[src/rtl/lsu_wait_state.sv]
// lsu_wait_state: clocked load/store unit issuing one memory request per instruction, with wait states and a watchdog.
// Ports: clk/rst_n (async active-low); start + instruction begin an op; busy/done/err report progress;
//        mem_req/mem_we/mem_addr/mem_wdata/mem_rdata/mem_ready form the memory port;
//        regs_output reads the register file, regs_input/regs_write_en write it back on loads.
module lsu_wait_state #(
    parameter int DATA_W     = 8,
    parameter int NUM_REGS   = 4,
    parameter int ADDR_W     = 11,
    parameter int MEM_ADDR_W = 16,
    parameter int TIMEOUT    = 15,
    parameter int INSTR_W    = 16
) (
    input  logic                         clk,
    input  logic                         rst_n,
    input  logic                         start,
    input  logic [INSTR_W-1:0]           instruction,
    output logic                         busy,
    output logic                         done,
    output logic                         err,
    output logic                         mem_req,
    output logic                         mem_we,
    output logic [MEM_ADDR_W-1:0]        mem_addr,
    output logic [DATA_W-1:0]            mem_wdata,
    input  logic [DATA_W-1:0]            mem_rdata,
    input  logic                         mem_ready,
    input  logic [NUM_REGS*DATA_W-1:0]   regs_output,
    output logic [DATA_W-1:0]            regs_input,
    output logic [NUM_REGS-1:0]          regs_write_en
);
    localparam int REG_SEL_W = $clog2(NUM_REGS);
    localparam int CNT_W     = $clog2(TIMEOUT + 1);

    typedef enum logic [2:0] {IDLE, REQ, WB, DONE, ERR} state_t;

    state_t                r_state, w_next;
    logic [REG_SEL_W-1:0]  r_sel;
    logic                  r_store;
    logic [MEM_ADDR_W-1:0] r_addr;
    logic [DATA_W-1:0]     r_wdata, r_rdata;
    logic [CNT_W-1:0]      r_cnt;
    logic                  w_accept, w_store, w_timeout;
    logic [REG_SEL_W-1:0]  w_sel;

    assign w_accept  = start && instruction[INSTR_W-1 -: 2] == 2'b01;
    assign w_store   = instruction[INSTR_W-3];
    assign w_sel     = instruction[INSTR_W-4 -: REG_SEL_W];
    // Last permitted wait cycle: a ready here still wins over the abort.
    assign w_timeout = r_cnt == CNT_W'(TIMEOUT - 1);

    always_comb begin
        w_next        = r_state;
        busy          = r_state != IDLE;
        done          = r_state == DONE;
        err           = r_state == ERR;
        mem_req       = r_state == REQ;
        mem_we        = r_state == REQ && r_store;
        mem_addr      = r_addr;
        mem_wdata     = r_wdata;
        regs_input    = r_rdata;
        regs_write_en = r_state == WB ? NUM_REGS'(1) << r_sel : '0;
        case (r_state)
            IDLE:    w_next = w_accept ? REQ : IDLE;
            REQ:     w_next = mem_ready ? (r_store ? DONE : WB) : (w_timeout ? ERR : REQ);
            WB:      w_next = DONE;
            default: w_next = IDLE;
        endcase
    end

    always_ff @(posedge clk or negedge rst_n) begin
        if (!rst_n) begin
            r_state <= IDLE;
            r_sel   <= '0;
            r_store <= 1'b0;
            r_addr  <= '0;
            r_wdata <= '0;
            r_rdata <= '0;
            r_cnt   <= '0;
        end else begin
            r_state <= w_next;
            if (r_state == IDLE && w_accept) begin
                r_sel   <= w_sel;
                r_store <= w_store;
                r_addr  <= MEM_ADDR_W'(instruction[ADDR_W-1:0]);
                // Store data is snapshotted so register updates during the request cannot disturb it.
                if (w_store)
                    r_wdata <= regs_output[w_sel*DATA_W +: DATA_W];
            end
            if (r_state == REQ && mem_ready && !r_store)
                r_rdata <= mem_rdata;
            if (r_state == REQ && !mem_ready)
                r_cnt <= r_cnt + 1'b1;
            else if (r_state == DONE || r_state == ERR)
                r_cnt <= '0;
        end
    end
endmodule

[config.mk]
export PLATFORM = sky130hd
export DESIGN_NAME = lsu_wait_state
export DESIGN_NICKNAME = d
export VERILOG_FILES = /design/src/rtl/lsu_wait_state.sv
export SDC_FILE = /design/constraint.sdc
export NUM_CORES = 1
export LEC_CHECK = 0
export ABC_AREA = 1
export CAP_MARGIN = 30
export CORE_ASPECT_RATIO = 1.4
export CORE_MARGIN = 10
export CORE_UTILIZATION = 40
export CTS_CLUSTER_DIAMETER = 80
export DETAILED_ROUTE_END_ITERATION = 16
export GPL_TIMING_DRIVEN = 0
export PLACE_DENSITY = 0.78
export SLEW_MARGIN = 20
export SYNTH_ARGS = -nofsm -noshare
export SYNTH_HDL_FRONTEND = slang
export SYNTH_SLANG_ARGS = --single-unit
[constraint.sdc]
create_clock -name clk -period 1.3 [get_ports clk]
set_input_delay 0.195 -clock clk [delete_from_list [all_inputs] [get_ports clk]]
set_output_delay 0.195 -clock clk [all_outputs]
set_load 0.03 [all_outputs]
== Word level (Yosys, flattened, before mapping) ==
Cells that the tools add are included.
Word-level totals
  register bits: 37
  input port bits: 60
  output and inout bits: 41
  logic and storage cells: 37
Cells by class
  $add $sub $neg: 1
  equal/unequal tests: 6
  shift-type cells: 2
  multiplexer cells: 8
  reduce and logical (&&, ||, !) cells: 13
Operator list (number)
  32-bit by 6-bit indexed part select with 8-bit output: 1
  4-bit two-way mux: 3
  3-bit one-hot mux with 3 select lines: 1
  3-bit by 2-bit == test with 1-bit output, second input constant: 2
  1-bit logical AND: 6
  3-bit two-way mux: 2
  4-bit by 1-bit adder with 4-bit output, second input constant: 1
  4-bit == test, second input constant: 1
  1-bit by 2-bit left shift with 4-bit output, first input constant: 1
  3-bit by 1-bit == test with 1-bit output, second input constant: 1
  3-bit == test, second input constant: 1
  3-bit logical NOT: 1
  3-bit nonzero test: 1
  2-bit by 1-bit == test with 1-bit output, second input constant: 1
  1-bit logical NOT: 2
  1-bit two-way mux: 2
  2-bit AND reduction: 1
  2-bit nonzero test: 1
  1-bit logical OR: 1

== Logic depth before layout (Yosys ltp) ==
  word-level depth: 4
  gate-level depth with buffers: 8
  gate-level depth less buffers: 6

== Least setup slack after synthesis ==
Ideal clock, no wire load.
  path kind: reg2out
  from: reg r_state[0]
  to: out regs_write_en[0]
  data arrival time: 1.358 ns
  data required time: 1.105 ns
  slack: -0.253 ns
  cell stages (with the launch flop): 4
  buffers on the path: 0
  path through: dfrtp_1 inv_1 nand3_1 nor3_1
Between the ends
  cells in the longest elaborated chain, start to end: 2
RTL lines
  start, declared: RTL line 35  | state_t r_state, w_next;
  start signal, assigned: RTL line 79  | r_state <= w_next;
  3-bit by 2-bit == test with 1-bit output: RTL line 60  | regs_write_en = r_state == WB ? NUM_REGS'(1) << r_sel : '0;
  4-bit two-way mux: RTL line 60
  end, declared: RTL line 28  | output logic [NUM_REGS-1:0] regs_write_en
Every way passes these cells.

== Worst setup path after layout ==
  from: reg r_state[2]
  to: out mem_req
Between the ends
  cells in the longest elaborated chain, start to end: 1
RTL lines
  3-bit by 1-bit == test with 1-bit output: RTL line 55  | mem_req = r_state == REQ;
  end, declared: RTL line 20  | output logic mem_req,
Every way passes these cells.

==> tab_implementation.tex <==
\begin{tabular}{lr}
\hline
Metric & Value \\
\hline
\multicolumn{2}{l}{\textbf{Status}} \\
\quad Run status & finished, violations left \\
\quad Failing checks & negative setup slack \\
\multicolumn{2}{l}{\textbf{Global route}} \\
\quad GRT Total Usage & 15.3\% \\
\quad Vias in the first global route & 2,201 \\
\quad Antenna violations before repair & 0 \\
\quad First-pass GRT wire length & 10.4 mm \\
\quad Total gr overflow & 0 \\
\quad Largest net degree at the start of global routing & 28 \\
\multicolumn{2}{l}{\textbf{Logic synthesis}} \\
\quad Count of flip-flops with a built-in enable after synthesis & 0 \\
\quad Combinational family with the most area after synthesis & simple AND/OR/NAND/NOR gates \\
\quad Adder-cell share of the synthesized area & 1.23\% \\
\quad YS warnings & 0 \\
\quad Sequential-to-total area share from yosys stat & 45.4\% \\
\quad Post-synth cell types & 25 \\
\quad Synthesized-area fraction occupied by ao, oa, aoi and oai cells & 5.40\% \\
\quad Simple-Gate Fraction of Synth Area & 36.4\% \\
\quad Fraction of synthesis flops using an asynchronous set or reset pin & 100\% \\
\quad Post-Synthesis Cells & 279 \\
\quad Flip-flop cell with the highest count after synthesis & dfrtp\_1 \\
\quad Syn Area/Cell & 7.31 µm² \\
\quad Portion of netlist area occupied by mux cells & 0\% \\
\quad Netlist Area Pre-Place & 0.00204 mm² \\
\quad Flop and latch count out of synthesis & 37 \\
\quad Post-synthesis share of cell area spent on xor and xnor gates & 0.859\% \\
\multicolumn{2}{l}{\textbf{STA}} \\
\quad Maximum clock rate & 0.686 GHz \\
\quad Setup violation total in the final timing report & 32 \\
\quad Count of final max-slew check failures & 0 \\
\quad Final worst-path cycle share & 112\% \\
\quad Fin Setup TNS & -1.72 ns \\
\quad Smallest hold slack & 0.194 ns \\
\quad Final Skew & 0.00448 ns \\
\quad Unrepaired setup endpoints after global routing & yes \\
\quad Setup slack of the critical path after layout & -0.159 ns \\
\quad Final critical path time including I/O delays and setup & 1.46 ns \\
\quad Hold Vio Cnt, Final & 0 \\
\multicolumn{2}{l}{\textbf{Pwr}} \\
\quad Share of total power in the clock network & 11.8\% \\
\quad Leakage component of the power & 1.81 nW \\
\quad Worst supply voltage drop on vdd & 0.000950 V \\
\quad Power per unit of standard cell area & 1890 mW/mm² \\
\quad Net switching power figure & 0.00296 W \\
\quad Relative contribution of combinational cells to total power & 56.9\% \\
\quad Internal cell power & 0.00347 W \\
\quad Proportion of total power due to net switching & 46.1\% \\
\quad Seq pwr share & 31.3\% \\
\multicolumn{2}{l}{\textbf{Detailed routing}} \\
\quad \# DRC & 0 \\
\quad WL final & 6.39 mm \\
\quad Post-DRT Antenna Nets & 0 \\
\quad Number of detailed-route iterations in the first pass & 4 \\
\quad Average vias per placed instance & 4.58 \\
\quad Mean routed wirelength per cell & 13.8 µm \\
\quad Via total after detailed routing & 2,121 \\
\quad First-iteration detailed-routing DRC count & 55 \\
\multicolumn{2}{l}{\textbf{Finish}} \\
\quad Area growth, synth to finish & 66.5\% \\
\quad Net count reported at finish & 460 \\
\quad Share of final-layout standard cells stronger than drive strength 1 & 23.3\% \\
\quad Diodes inserted & 0 \\
\quad Final Instance Count excl. Fillers & 463 \\
\multicolumn{2}{l}{\textbf{Placed design}} \\
\quad Worst setup timing slack at the placement stage & -0.611 ns \\
\quad Count of buffers from port buffering & 92 \\
\quad Placer congestion estimate & 0.797 \\
\quad Placed Instances & 440 \\
\quad HPWL after detailed placement & 4.89 mm \\
\multicolumn{2}{l}{\textbf{Setup path}} \\
\quad Count of buffer and inverter cells on the critical path & 3 \\
\quad Slowest cell delay on critical path & 0.46 ns \\
\quad Endpoint required time on the critical path & 1.11 ns \\
\quad Last element of the critical path & mem\_req \\
\quad Slowest cell on crit path & dfrtp\_2 \\
\quad Dominant delay contributor by cell family on the critical path & flip-flops \\
\quad Data arrival time of the worst path & 1.26 ns \\
\quad Path length in cells of the critical path & 5 \\
\quad Startpoint of the worst-slack reg-to-reg timing path & r\_state[2] \\
\quad Flop-to-flop setup slack & -0.06 ns \\
\quad Critical Path, Cell by Cell & nor2\_4, nand2\_2, inv\_2, buf\_6, buf\_6 \\
\quad R2R Path End & mem\_wdata[7] \\
\quad Worst setup path class & reg2out \\
\quad Maximum fanout encountered on the critical timing path & 3 \\
\quad Worst Setup SP & r\_state[2] \\
\quad Nature of the critical path endpoint & output port \\
\quad Cell seen most often among critical-path stages & buf\_6 \\
\quad Depth of the worst register-to-register path & 7 \\
\quad Launching element type of the critical path & flip-flop \\
\multicolumn{2}{l}{\textbf{Clocking}} \\
\quad Insertion delay of the later-clocked pin in the worst-skew pair & 0.28 ns \\
\quad CTS buffer count & 5 \\
\quad TritonCTS clock tree & done \\
\quad Total clock sinks & 37 \\
\quad Count of H-tree levels built during CTS & 2 \\
\quad CTS Root Buffer Type & clkbuf\_8 \\
\quad Clock-pin slew of the registers on the worst-case setup and hold paths & 0.07 ns \\
\quad Buffers from clock root to sink, at most & 2 \\
\multicolumn{2}{l}{\textbf{Die}} \\
\quad I/O pins & 101 \\
\quad FP Rows & 30 \\
\quad Die outline area & 0.00839 mm² \\
\quad Starting Density & 41.8\% \\
\quad DIE HEIGHT & 104 µm \\
\quad Die Wd & 80.3 µm \\
\quad Standard cell core area & 0.00488 mm² \\
\multicolumn{2}{l}{\textbf{Worst hold path}} \\
\quad Class of the worst hold path & in2reg \\
\quad Origin of the worst min-delay path & instruction[12] \\
\multicolumn{2}{l}{\textbf{Flow run}} \\
\quad Max-capacitance violation count & 0 \\
\hline
\end{tabular}
Yosys cell counts, types with 2 or more instances:
| library cell | instances | share of area, % |
|---|---|---|
| o21ai_1 | 2 | 0.49 |
| nand2_1 | 108 | 20 |
| nor3_1 | 4 | 0.98 |
| nand3_2 | 2 | 0.98 |
| ha_1 | 2 | 1.2 |
| nand4_1 | 13 | 4.0 |
| buf_2 | 6 | 1.5 |
| buf_4 | 7 | 2.6 |
| nor2_1 | 33 | 6.1 |
| xnor2_1 | 2 | 0.86 |
| inv_1 | 29 | 5.3 |
| o21ai_0 | 17 | 4.2 |
| nand3_1 | 4 | 0.98 |
| dfrtp_1 | 37 | 45 |
| clkbuf_1 | 2 | 0.37 |
| nand2_2 | 2 | 0.61 |
cells in the final DEF, fill, tap and decap left out, drive strengths merged:
cell type / netlist / final
o21ai: 19 / 19
xnor2: 2 / 2
conb: 1 / 5
ha: 2 / 2
buf: 14 / 38
clkinv: 1 / 3
inv: 29 / 29
clkdlybuf4s50: 0 / 55
nor2: 35 / 35
nand2: 111 / 112
nand3: 6 / 6
nor3: 5 / 5
dfrtp: 37 / 37
dlygate4sd3: 0 / 1
nand4: 13 / 13
clkdlybuf4s15: 0 / 4
clkbuf: 2 / 8
o211ai: 1 / 1
dlygate4sd2: 0 / 23
o21a: 1 / 1
metal layers:
metal / vias up / routed length [µm] / GRT usage [%]
li1: 1097 / - / -
met1: 940 / 2340 / 15.5
met2: 75 / 3270 / 25.8
met3: 9 / 680 / 8.48
met4: 0 / 97 / 4.29
met5: - / 0 / 0
cell families (layout without fill, tap and decap cells):
| kind of cell | Yosys count | after routing |
|---|---|---|
| compound gates | 21 | 21 |
| xor+xnor | 2 | 2 |
| fa+ha+maj | 2 | 2 |
| buf+inv | 46 | 161 |
| flops | 37 | 37 |
| other cells | 1 | 5 |
| simple gates | 170 | 171 |
metrics by stage:
step	utilization (%)	instance area (µm²)	total power (W)
6_report	69.6	3390	0.00643
5_1_grt	69.6	3390	0.00690
4_1_cts	66.8	3260	0.00631
3_5_place_dp	63.3	3090	0.00549
3_3_place_gp	63.0	3070	0.00540
2_1_floorplan	-	2070	0.00398
power groups by stage:
stage          logic, W  registers, W  clock network (W)
2_1_floorplan   0.00119       0.00279                  0
3_3_place_gp    0.00340       0.00200                  0
3_5_place_dp    0.00346       0.00203                  0
4_1_cts         0.00353       0.00201           0.000777
5_1_grt         0.00396       0.00210           0.000836
6_report        0.00366       0.00201           0.000759
flip-flops by register name, indices dropped and copies added, names as in the netlist:
| name | count |
|---|---|
| mem_addr | 11 |
| mem_wdata | 8 |
| regs_input | 8 |
| r_cnt | 4 |
| r_state | 3 |
| r_sel | 2 |
| r_store | 1 |
area by class of cell:
type	instances	area (µm²)
buffer	16	114
clock buffer	6	72.6
multi-input combinational	201	1040
tap	64	80.1
timing repair buffer	107	1030
sequential	37	930
clock inverter	2	10.0
fill	435	1490
inverter	30	118
worst register-to-register path: cells and delay by family (launching register included):
| family | cells | cell delay (ns) |
|---|---|---|
| AND/OR/NAND/NOR | 5 | 0.53 |
| flip-flops | 1 | 0.46 |
| buffers and inverters | 2 | 0.32 |
worst min-delay path by stage:
stage,to,slack [ns],cells after the start
floorplan,mem_addr[0],-0.10,0
global placement,regs_input[7],0.45,2
detailed placement,r_cnt[2],0.09,1
CTS,r_sel[1],0.21,3
global route,r_sel[1],0.21,3
finish,r_sel[1],0.19,3
timing repair:
action | 4_1_cts | 5_1_grt
pin swaps | 7 | 12
endpoints found under the hold margin | 10 | 0
cloned | 1 | 1
buffers inserted | 9 | 4
setup endpoints to repair | 37 | 47
hold buffers | 1 | 0
gates resized for setup | 101 | 51
No activity file was read; power rests on OpenSTA's default activity.
